[src/rtl/fpu_addsub_param.sv]
`default_nettype none
// fpu_addsub_param: parametrised multi-cycle {sign, exp, man} add/subtract, RNE rounding.
// Rev 1.0 -- valid/ready on both sides, one transaction in flight at a time.
module fpu_addsub_param #(
  parameter  int EXP_W = 10,
  parameter  int MAN_W = 21,
  localparam int W     = 1 + EXP_W + MAN_W
) (
  input  logic         clock_100Khz,
  input  logic         reset,
  input  logic         in_valid,
  output logic         in_ready,
  input  logic         op_sub,
  input  logic [W-1:0] op_a,
  input  logic [W-1:0] op_b,
  output logic         out_valid,
  input  logic         out_ready,
  output logic [W-1:0] data_out,
  output logic [1:0]   status_out
);

  localparam int MW  = MAN_W + 4;
  localparam int SW  = MAN_W + 5;
  localparam int XW  = EXP_W + 2;
  localparam int LZW = $clog2(MW + 1);
  localparam logic [1:0] ST_OVF   = 2'd0;
  localparam logic [1:0] ST_UNF   = 2'd1;
  localparam logic [1:0] ST_EXACT = 2'd2;
  localparam logic [1:0] ST_INEX  = 2'd3;
  localparam logic signed [XW-1:0] EXP_MAX  = XW'((1 << EXP_W) - 1);
  localparam logic signed [XW-1:0] EXP_ZERO = '0;

  typedef enum logic [2:0] {IDLE, ALIGN, OPERATE, NORMALIZE, ROUND, DONE} state_t;
  state_t state_q, state_d;

  logic [W-1:0]         a_q, a_d, b_q, b_d, data_q, data_d;
  logic                 sub_q, sub_d, sign_q, sign_d, effsub_q, effsub_d;
  logic                 inf_q, inf_d, zero_q, zero_d;
  logic signed [XW-1:0] exp_q, exp_d;
  logic [MW-1:0]        ma_q, ma_d, mb_q, mb_d, norm_q, norm_d;
  logic [SW-1:0]        sum_q, sum_d;
  logic [1:0]           status_q, status_d;

  logic                 sa, sb, za, zb, ia, ib, a_big, sticky, found, up;
  logic                 ovf, unf, inexact;
  logic [EXP_W-1:0]     ea, eb, e_big, shift;
  logic [MAN_W-1:0]     fa, fb, man_r;
  logic [MW-1:0]        m_big, m_sml, shifted, aligned;
  logic [LZW-1:0]       lzc;
  logic [MAN_W+1:0]     rnd;
  logic signed [XW-1:0] exp_r;

  assign in_ready   = (state_q == IDLE);
  assign out_valid  = (state_q == DONE);
  assign data_out   = data_q;
  assign status_out = status_q;

  always_comb begin
    state_d = state_q;
    case (state_q)
      IDLE:      if (in_valid) state_d = ALIGN;
      ALIGN:     state_d = OPERATE;
      OPERATE:   state_d = NORMALIZE;
      NORMALIZE: state_d = ROUND;
      ROUND:     state_d = DONE;
      DONE:      if (out_ready) state_d = IDLE;
      default:   state_d = IDLE;
    endcase
  end

  always_comb begin
    // Zero operands drop their mantissa so they never win the magnitude compare.
    sa    = a_q[W-1];
    sb    = b_q[W-1] ^ sub_q;
    ea    = a_q[W-2 -: EXP_W];
    eb    = b_q[W-2 -: EXP_W];
    za    = (ea == '0);
    zb    = (eb == '0);
    ia    = &ea;
    ib    = &eb;
    fa    = za ? '0 : a_q[MAN_W-1:0];
    fb    = zb ? '0 : b_q[MAN_W-1:0];
    a_big = ({ea, fa} >= {eb, fb});
    e_big = a_big ? ea : eb;
    shift = a_big ? (ea - eb) : (eb - ea);
    m_big = a_big ? {~za, fa, 3'b000} : {~zb, fb, 3'b000};
    m_sml = a_big ? {~zb, fb, 3'b000} : {~za, fa, 3'b000};
    shifted = m_sml >> shift;
    sticky  = 1'b0;
    for (int i = 0; i < MW; i++) begin
      if (EXP_W'(i) < shift) sticky = sticky | m_sml[i];
    end
    if (shift >= EXP_W'(MAN_W + 3)) aligned = {{(MW-1){1'b0}}, |m_sml};
    else                            aligned = {shifted[MW-1:1], shifted[0] | sticky};

    lzc   = '0;
    found = 1'b0;
    for (int i = MW - 1; i >= 0; i--) begin
      if (!found) begin
        if (sum_q[i]) found = 1'b1;
        else          lzc   = lzc + LZW'(1);
      end
    end

    up      = norm_q[2] & (norm_q[1] | norm_q[0] | norm_q[3]);
    rnd     = {1'b0, norm_q[MW-1:3]} + {{(MAN_W+1){1'b0}}, up};
    exp_r   = exp_q + XW'(rnd[MAN_W+1]);
    man_r   = rnd[MAN_W+1] ? rnd[MAN_W:1] : rnd[MAN_W-1:0];
    inexact = |norm_q[2:0];
    ovf     = inf_q | (!zero_q && (exp_r >= EXP_MAX));
    unf     = !zero_q && (exp_r <= EXP_ZERO);

    a_d = a_q;  b_d = b_q;  sub_d = sub_q;  sign_d = sign_q;  effsub_d = effsub_q;
    inf_d = inf_q;  zero_d = zero_q;  exp_d = exp_q;  ma_d = ma_q;  mb_d = mb_q;
    sum_d = sum_q;  norm_d = norm_q;  data_d = data_q;  status_d = status_q;
    case (state_q)
      IDLE: if (in_valid) begin
        a_d   = op_a;
        b_d   = op_b;
        sub_d = op_sub;
      end
      ALIGN: begin
        ma_d     = m_big;
        mb_d     = aligned;
        exp_d    = XW'(e_big);
        effsub_d = sa ^ sb;
        inf_d    = ia | ib;
        sign_d   = (ia & ib) ? sa : (a_big ? sa : sb);
      end
      OPERATE: sum_d = effsub_q ? ({1'b0, ma_q} - {1'b0, mb_q}) : ({1'b0, ma_q} + {1'b0, mb_q});
      NORMALIZE: begin
        zero_d = (sum_q == '0);
        if (sum_q[SW-1]) begin
          norm_d = {sum_q[SW-1:2], |sum_q[1:0]};
          exp_d  = exp_q + XW'(1);
        end else begin
          norm_d = sum_q[MW-1:0] << lzc;
          exp_d  = exp_q - XW'(lzc);
        end
      end
      ROUND: begin
        if (ovf) begin
          data_d   = {sign_q, {EXP_W{1'b1}}, {MAN_W{1'b0}}};
          status_d = ST_OVF;
        end else if (unf) begin
          data_d   = {sign_q, {(EXP_W+MAN_W){1'b0}}};
          status_d = ST_UNF;
        end else if (zero_q) begin
          data_d   = '0;
          status_d = ST_EXACT;
        end else begin
          data_d   = {sign_q, exp_r[EXP_W-1:0], man_r};
          status_d = inexact ? ST_INEX : ST_EXACT;
        end
      end
      default: ;
    endcase
  end

  always_ff @(posedge clock_100Khz or negedge reset) begin
    if (!reset) state_q <= IDLE;
    else        state_q <= state_d;
  end

  always_ff @(posedge clock_100Khz or negedge reset) begin
    if (!reset) begin
      a_q <= '0;  b_q <= '0;  sub_q <= 1'b0;  sign_q <= 1'b0;  effsub_q <= 1'b0;
      inf_q <= 1'b0;  zero_q <= 1'b0;  exp_q <= '0;  ma_q <= '0;  mb_q <= '0;
      sum_q <= '0;  norm_q <= '0;  data_q <= '0;  status_q <= ST_EXACT;
    end else begin
      a_q <= a_d;  b_q <= b_d;  sub_q <= sub_d;  sign_q <= sign_d;  effsub_q <= effsub_d;
      inf_q <= inf_d;  zero_q <= zero_d;  exp_q <= exp_d;  ma_q <= ma_d;  mb_q <= mb_d;
      sum_q <= sum_d;  norm_q <= norm_d;  data_q <= data_d;  status_q <= status_d;
    end
  end

endmodule
`default_nettype wire

[config.mk]
export PLATFORM = sky130hd
export DESIGN_NAME = fpu_addsub_param
export DESIGN_NICKNAME = d
export VERILOG_FILES = /design/src/rtl/fpu_addsub_param.sv
export SDC_FILE = /design/constraint.sdc
export NUM_CORES = 1
export LEC_CHECK = 0
export ABC_AREA = 1
export CAP_MARGIN = 20
export CORE_MARGIN = 2
export CORE_UTILIZATION = 30
export CTS_CLUSTER_DIAMETER = 200
export DETAILED_ROUTE_END_ITERATION = 8
export DONT_BUFFER_PORTS = 1
export PLACE_DENSITY_LB_ADDON = 0.08
export SLEW_MARGIN = 25
export SYNTH_ARGS = -nofsm -noshare
export SYNTH_HDL_FRONTEND = slang
export SYNTH_SLANG_ARGS = --single-unit
[constraint.sdc]
create_clock -name clock_100Khz -period 10 [get_ports clock_100Khz]
set_input_delay 2 -clock clock_100Khz [delete_from_list [all_inputs] [get_ports clock_100Khz]]
set_output_delay 2 -clock clock_100Khz [all_outputs]
set_load 0.01 [all_outputs]
# Word level (Yosys, flattened, before mapping)
# Cells that the tools add are included.
[classes]
addsub = 32
order_cmp = 29
n_eq_ne = 7
shift = 2
mux = 145
bitwise_logic = 35
n_reduce_logical = 15
[ops]
columns = ["cell", "n"]
rows = [
  ["2-to-1 mux 5 bit", 48],
  ["adder 5 x 1 -> 5 bit, second input constant", 24],
  ["2-to-1 mux 25 bit", 4],
  ["2-to-1 mux 32 bit", 3],
  ["less-than comparator 5 x 10 -> 1 bit, first input constant", 9],
  ["less-than comparator 4 x 10 -> 1 bit, first input constant", 8],
  ["2-to-1 mux 1 bit", 77],
  ["2-to-1 mux 21 bit", 3],
  ["less-than comparator 3 x 10 -> 1 bit, first input constant", 4],
  ["greater-or-equal comparator 31 bit", 1],
  ["bitwise OR 1 bit", 29],
  ["adder 25 x 25 -> 26 bit", 1],
  ["zero test 26 bit", 1],
  ["2-to-1 mux 26 bit", 1],
  ["subtractor 25 x 25 -> 26 bit", 1],
  ["OR reduction 25 bit", 1],
  ["<< shifter 25 x 5 -> 25 bit", 1],
  [">> shifter 25 x 10 -> 25 bit", 1],
  ["one-hot mux 12 bit (2 select lines)", 1],
  ["adder 22 x 1 -> 23 bit", 1],
  ["zero test 10 bit", 2],
  ["less-than comparator 1 x 10 -> 1 bit, first input constant", 2],
  ["less-than comparator 2 x 10 -> 1 bit, first input constant", 2],
  ["2-to-1 mux 10 bit", 2],
  ["27 further kinds", 38],
]
[totals]
register_bits = 219
out_inout_bits = 36
wordCells = 280

# Logic depth before layout (Yosys ltp)
# Gate-level depths: netlist of the first run.
[logic_depth]
depth_word = 76
mapped_depth = 82
depth_no_buf = 81

# Least setup slack after synthesis of the first run
# OpenSTA, ideal clock, no wires.
[synth_path]
path_type = "register to register"
startpoint = "register sum_q[23]"
endpoint = "register exp_q[11]"
setup_time_ns = 0.123
t_arrival_ns = 10.251
path_slack_ns = -0.375
stages_incl_launch_ff = 78
path_buffers = 0
synth_period_minus_slack_ns = 10.375
path_cell_list = "dfrtp_1 inv_1 a21oi_1 ha_1 inv_1 a21oi_1 ha_1 inv_1 nand3_1 nand3_1 nand2_1 nand2_1 ha_1 or2_1 nand2_1 nand2_1 nand2_1 o21ai_0 [42 not listed] ha_1 o21a_1 ha_1 nand2_1 nand2_4 clkinv_2 ha_1 a21oi_1 nor2_1 nor2_1 nor2_1 inv_1 a21oi_1 o21ai_0 nand3_1 a2111o_1 o21ai_0 a21oi_1"
[synth_via]
elab_chain_len = 74
word_cells_on_any_way = 98
[synth_rtl]
columns = ["element", "line", "rtl"]
rows = [
  ["start: declaration", "41", "logic [SW-1:0] sum_q, sum_d;"],
  ["start signal: assignment", "173", "sum_q <= sum_d; norm_q <= norm_d; data_q <= data_d; status_q <= status_d;"],
  ["2-to-1 mux 5 bit", "100", "if (sum_q[i]) found = 1'b1;"],
  ["2-to-1 mux 5 bit", "99", "if (!found) begin"],
  ["adder 5 x 1 -> 5 bit", "101", "else lzc = lzc + LZW'(1);"],
  ["2-to-1 mux 5 bit", "100", ""],
  ["2-to-1 mux 5 bit", "99", ""],
  ["adder 5 x 1 -> 5 bit", "101", ""],
  ["2-to-1 mux 5 bit", "100", ""],
  ["2-to-1 mux 5 bit", "99", ""],
  ["[58 not listed]", "n/a", ""],
  ["2-to-1 mux 5 bit", "100", ""],
  ["2-to-1 mux 5 bit", "99", ""],
  ["adder 5 x 1 -> 5 bit", "101", ""],
  ["2-to-1 mux 5 bit", "100", ""],
  ["2-to-1 mux 5 bit *", "99", ""],
  ["subtractor 12 x 5 -> 12 bit *", "138", "exp_d = exp_q - XW'(lzc);"],
  ["2-to-1 mux 12 bit *", "133", "if (sum_q[SW-1]) begin"],
  ["one-hot mux 12 bit (2 select lines) *", "116", "case (state_q)"],
  ["end signal: assignment", "172", "inf_q <= inf_d; zero_q <= zero_d; exp_q <= exp_d; ma_q <= ma_d; mb_q <= mb_d;"],
  ["end: declaration", "39", "logic signed [XW-1:0] exp_q, exp_d;"],
]
# Mark *: on every way between the ends. The rest lies on a longest branch, timed or not.
# A chain may end at the register's enable or synchronous reset.

# Worst setup path after layout of the first run
[layout_path]
startpoint = "register sum_q[23]"
endpoint = "register exp_q[6]"
# The elaborated chain is that of the path after synthesis.

==> impl_metrics.json, run 1 <==
{
  "path_class": "reg -> reg",
  "h-tree-depth": 1,
  "cts-root-buf": "clkbuf_16",
  "grt_pass1_vias": 18000,
  "postCtsHoldBufs": 0,
  "reg2reg_to": "exp_q[6]$_DFFE_PN0P_",
  "cts_max_path_buffers": 3,
  "synth_cells": 2716,
  "yosysTopAreaCellShare_pct": 29.5,
  "min_path_type": "reg -> reg",
  "antenna_found_initial": 0,
  "synth_cell_type_count": 66,
  "cts_tree": "yes",
  "reg2reg_slack_ns": 0.01,
  "finalNetCount": 2957,
  "path_clk_slew_ns": 0.07,
  "cts_sinks": 216,
  "synth_ff_type": "dfrtp_1",
  "slowest_delay_ns": 0.42,
  "start_util_pct": 30.3,
  "final-hold-violation-count": 0,
  "grt.met3_usage_pct": 1.96,
  "routedWlPerCell_um": 19.0,
  "reg2regPathDepth": 73,
  "first_iter_violations": 1112,
  "overflow": 0,
  "synthToLayoutAreaGrowth_pct": 17.7,
  "setup_viol": 0,
  "antennaDiodeCount": 0,
  "relSlewSlack_pct": 34.2,
  "hpwl_mm": 52.6,
  "fmax_ghz": 0.100,
  "worstSetupEndpointType": "register",
  "drc": 0,
  "finClkSkew_ns": 0.0170,
  "yosysTopAreaCell": "dfrtp_1",
  "gr-usage-met2_pct": 38.0,
  "clock_latency_ns": 0.59,
  "cp_slowest_cell": "dfrtp_1",
  "core_area_um2": 60200,
  "top_usage_layer": "met2",
  "finalWirelength_mm": 68.2,
  "rows": 90,
  "track_usage_pct": 21.3,
  "multi_input_area_um2": 11600,
  "max-cap-violations": 0,
  "netlist_area_um2": 18200,
  "maxSlewViolCount": 0,
  "grt_max_degree": 217,
  "cp_max_fo": 4,
  "synth-seq-cells": 216,
  "synthTopCellsByArea": "dfrtp_1 (29%), nand2_1 (13%), inv_1 (7.1%)",
  "antenna_left": 0,
  "seq_area_frac_synth_pct": 29.6,
  "hold-path-cell-count": 2,
  "place_congestion": 0.896,
  "timing_worst_slew_pin_value_ns": 0.985,
  "final_common_cell": "nand2_1",
  "ys_warn_count": 0,
  "drive_gt1_share_pct": 15.5,
  "port_buffers": 0,
  "synthesis.nets": 2881,
  "status": "complete, no violations",
  "finalWorstSetupSlack_ns": 0.0118,
  "final_cell_mix": "nand2_1 (622), inv_1 (330), nor2_1 (292)",
  "rsz0062_at_grt": "true",
  "arrival_ns": 10.41,
  "vias_per_cell": 5.07,
  "reg2reg_from": "sum_q[23]$_DFFE_PN0P_",
  "layout.area.seq_um2": 5410,
  "cp.required_ns": 10.43,
  "cp-start-kind": "register",
  "fp.dieW_um": 251,
  "min-delay-start": "status_out[1]$_DFFE_PN1N_",
  "cp-startpoint": "sum_q[23]$_DFFE_PN0P_",
  "finalCritPeriodShare_pct": 99.9,
  "cts_buffers": 28,
  "dieArea_um2": 62800,
  "dr.pass1.iters": 6,
  "use_met1_pct": 27.0,
  "synth.avg_cell_area_um2": 6.72,
  "async_reset_ff_share_pct": 100,
  "holdPathEnd": "status_out[1]$_DFFE_PN1N_",
  "synth_edf_count": 0,
  "critPathMostFrequentCell": "buf_4",
  "fin_crit_ns": 9.99,
  "grt_pass1_wl_mm": 105,
  "place_ws_ns": -0.581,
  "die_h_um": 251,
  "n_fill_cell": 6497,
  "vias": 18200,
  "io_pins": 105
}
through the flow:
step                hold WS [ns]  utilization (%)   TNS (ns)  instance area [um2]  cells
floorplan                  0.443                -          0                18300   2716
global placement           0.487             32.1      -2.84                19300   3472
detailed placement         0.484             32.1      -3.89                19300   3472
CTS                        0.494             34.8  -0.000896                21000   3585
global route               0.526             35.6      -6.02                21500   3596
finish                     0.492             35.6          0                21500   3596
area by class of cell:
cell class	instances	share of cell area, %
Multi-Input combinational cell	2027	54.2
Clock buffer	36	3.64
Sequential cell	216	25.2
Inverter	374	6.58
Timing Repair Buffer	145	5.12
Tap cell	782	4.56
Clock inverter	16	0.728
critical path, delay by kind of cell (launching register included):
kind            cells  cell delay, ns
simple gates       12            1.38
fa+ha+maj           3            0.86
compound gates      9            1.22
flops               1            0.42
xor+xnor            4            0.84
buf+inv            45            5.14
cell families (layout without fill, tap and decap cells):
group | after synthesis | count (layout) | share of synthesized area (%)
simple gates | 1275 | 1275 | 30.3
compound gates | 554 | 554 | 17.8
buf+inv | 473 | 571 | 10.4
flops | 216 | 216 | 29.6
fa+ha+maj | 96 | 96 | 6.71
xor+xnor | 80 | 80 | 3.84
mux | 22 | 22 | 1.33
registers in the layout (all words and copies together) (netlist names), 3 cells and up:
name and cells:
b_q 32, data_out 32, mb_q 25, ma_q 22, exp_q 12, a_q 32
norm_q 25, state_q 3, sum_q 26
synth_stat cells (8+ instances only):
master	number
nand2_1	647
a21oi_1	166
buf_6	10
nor4_1	11
nor3_1	38
nand3_2	11
clkbuf_1	73
o22ai_1	17
nor2_4	9
o211ai_1	11
a31oi_1	12
dfrtp_1	215
nand4_1	28
nor2_2	15
inv_1	347
mux2_2	18
nor2_1	303
o21a_1	24
a32o_1	12
o31ai_1	12
nand2_2	28
xnor2_1	21
nand3_1	160
o21ai_1	8
a22oi_1	10
inv_2	20
ha_1	93
xor2_1	59
o21ai_0	217
o221ai_1	31
worst max path at each step:
stage / endpoint / slack (ns) / cells after the start
after floorplan: exp_q[11]$_DFFE_PN0P_ / 0.002 / 76
after global placement: exp_q[11]$_DFFE_PN0P_ / -0.47 / 77
after detailed placement: exp_q[11]$_DFFE_PN0P_ / -0.58 / 77
after CTS: exp_q[10]$_DFFE_PN0P_ / -0.0009 / 78
after global routing: exp_q[9]$_DFFE_PN0P_ / -0.68 / 81
final: exp_q[6]$_DFFE_PN0P_ / 0.01 / 73
timing repair:
item,CTS,global route
buffers inserted,61,16
resized for setup,55,89
pin swaps,72,75
endpoints found under the setup margin,10,36
gates cloned,0,0
metal layers:
metal | wire length [um] | up-vias
li1 | - | 9079
met3 | 2160 | 96
met2 | 33700 | 351
met5 | 0 | -
met4 | 2440 | 0
met1 | 30000 | 8692
Power of run 1 is not shown: default switching activity piles up to over one toggle a cycle in this logic, so the estimate is an artifact.
==> inputs of run 2 (changes only) <==
Settings changed: PLACE_DENSITY set to 0.54, PLACE_DENSITY_LB_ADDON 0.08 to not set.
==> impl_metrics.json, run 2 (synthesized netlist as in run 1, its figures left out) <==
{
  "antennaDiodeCount": 0,
  "slowest_delay_ns": 0.41,
  "status": "finished with violations",
  "violations": "negative setup slack",
  "holdPathEnd": "status_out[1]$_DFFE_PN1N_",
  "grt_max_degree": 217,
  "synthToLayoutAreaGrowth_pct": 16.0,
  "dr.pass1.iters": 6,
  "fmax_ghz": 0.0990,
  "cts_tree": "yes",
  "reg2reg_from": "sum_q[23]$_DFFE_PN0P_",
  "setup_viol": 4,
  "cp_max_fo": 5,
  "routedWlPerCell_um": 17.4,
  "timing_worst_slew_pin_value_ns": 0.992,
  "cts-root-buf": "clkbuf_16",
  "antenna_left": 0,
  "finalCritPeriodShare_pct": 101,
  "antenna_found_initial": 2,
  "path_class": "reg -> reg",
  "maxSlewViolCount": 0,
  "fin_tns_setup_ns": -0.268,
  "relSlewSlack_pct": 33.7,
  "critPathBufInv": 45,
  "hpwl_mm": 47.0,
  "cts_max_path_buffers": 3,
  "cp_top_family": "buffers and inverters",
  "cp.required_ns": 10.45,
  "fp.dieW_um": 251,
  "reg2regPathDepth": 75,
  "dpl-instance-area_um2": 19300,
  "arrival_ns": 10.55,
  "track_usage_pct": 19.5,
  "drc": 0,
  "first_iter_violations": 1153,
  "h-tree-depth": 1,
  "final_common_cell": "nand2_1",
  "place_congestion": 0.964,
  "finClkSkew_ns": 0.0153,
  "worstSetupEndpointType": "register",
  "final-hold-violation-count": 0,
  "die_h_um": 251,
  "io_pins": 105,
  "min_path_type": "reg -> reg",
  "cp_slowest_cell": "dfrtp_1",
  "hold_ws_ns": 0.492,
  "rsz0062_at_grt": "true",
  "min-delay-start": "status_out[1]$_DFFE_PN1N_",
  "post-route-util_pct": 35.1,
  "start_util_pct": 30.3,
  "final_area_um2": 21200,
  "reg2reg_slack_ns": -0.10,
  "rows": 90,
  "path_clk_slew_ns": 0.06,
  "final_cell_mix": "nand2_1 (631), inv_1 (334), nor2_1 (292)",
  "grt_pass1_vias": 17500,
  "clock_latency_ns": 0.59,
  "cts_buffers": 29,
  "reg2reg_to": "exp_q[8]$_DFFE_PN0P_",
  "cts_sinks": 216,
  "finalWirelength_mm": 62.0,
  "cp-startpoint": "sum_q[23]$_DFFE_PN0P_",
  "vias": 18100,
  "grt_pass1_wl_mm": 98.5,
  "fin_crit_ns": 10.10,
  "drive_gt1_share_pct": 13.5,
  "overflow": 0,
  "critPathMostFrequentCell": "buf_4",
  "hold-path-cell-count": 2,
  "postCtsHoldBufs": 0,
  "finalWorstSetupSlack_ns": -0.102,
  "core_area_um2": 60200,
  "dieArea_um2": 62800,
  "port_buffers": 0,
  "finalNetCount": 2934,
  "cp-start-kind": "register",
  "max-cap-violations": 0,
  "vias_per_cell": 5.05
}
-- run 2: cell types whose count changed in the layout (fill, tap and decap cells not counted), sizes merged --
cell    before  now
buf        145  121
clkbuf      36   41
bufinv       2    5
clkinv      16    8
inv        369  370
-- run 2: worst max-delay path by stage --
| stage | endpoint | slack (ns) | cells past startpoint |
|---|---|---|---|
| 2_1_floorplan | exp_q[11]$_DFFE_PN0P_ | 0.002 | 76 |
| 3_3_place_gp | exp_q[11]$_DFFE_PN0P_ | -0.43 | 77 |
| 3_5_place_dp | exp_q[11]$_DFFE_PN0P_ | -0.53 | 77 |
| 4_1_cts | exp_q[8]$_DFFE_PN0P_ | 0.008 | 79 |
| 5_1_grt | exp_q[8]$_DFFE_PN0P_ | -0.76 | 78 |
| 6_report | exp_q[8]$_DFFE_PN0P_ | -0.10 | 75 |
-- run 2: tightest hold or removal path, stage by stage, from the launching register on --
cell and delay [ns]:
dfstp_2 0.39, nand2_1 0.06, nand2_1 0.05
-- run 2: area by class of cell --
class / count / area [um2]
multi-input combinational: 2027 / 11400
fill: 6548 / 39100
clock inverter: 12 / 215
inverter: 374 / 1410
clock buffer: 41 / 841
sequential: 216 / 5410
timing repair buffer: 121 / 923
tap: 782 / 978
-- run 2: per-stage QoR --
| stage | worst slack (ns) | std cells |
|---|---|---|
| global placement | -0.432 | 3463 |
| floorplan | 0.00238 | 2716 |
| global route | -0.757 | 3573 |
| finish | -0.102 | 3573 |
| detailed placement | -0.530 | 3463 |
| CTS | 0.00773 | 3565 |
-- run 2: routing by layer --
layer	vias up	wire length, um	GRT usage [%]
met5	-	22	0
met4	4	2630	7.48
met3	113	3140	2.50
met2	490	28900	33.1
met1	8410	27300	25.2
li1	9038	-	-
-- run 2: timing repair --
| item | CTS | global route |
|---|---|---|
| gates cloned | 0 | 0 |
| resized for setup | 32 | 68 |
| setup buffers | 49 | 8 |
| setup endpoints to repair | 10 | 36 |
| endpoints found under the hold margin | 0 | 0 |
| pin swaps | 51 | 63 |
Power of run 2 is left out for the same reason.
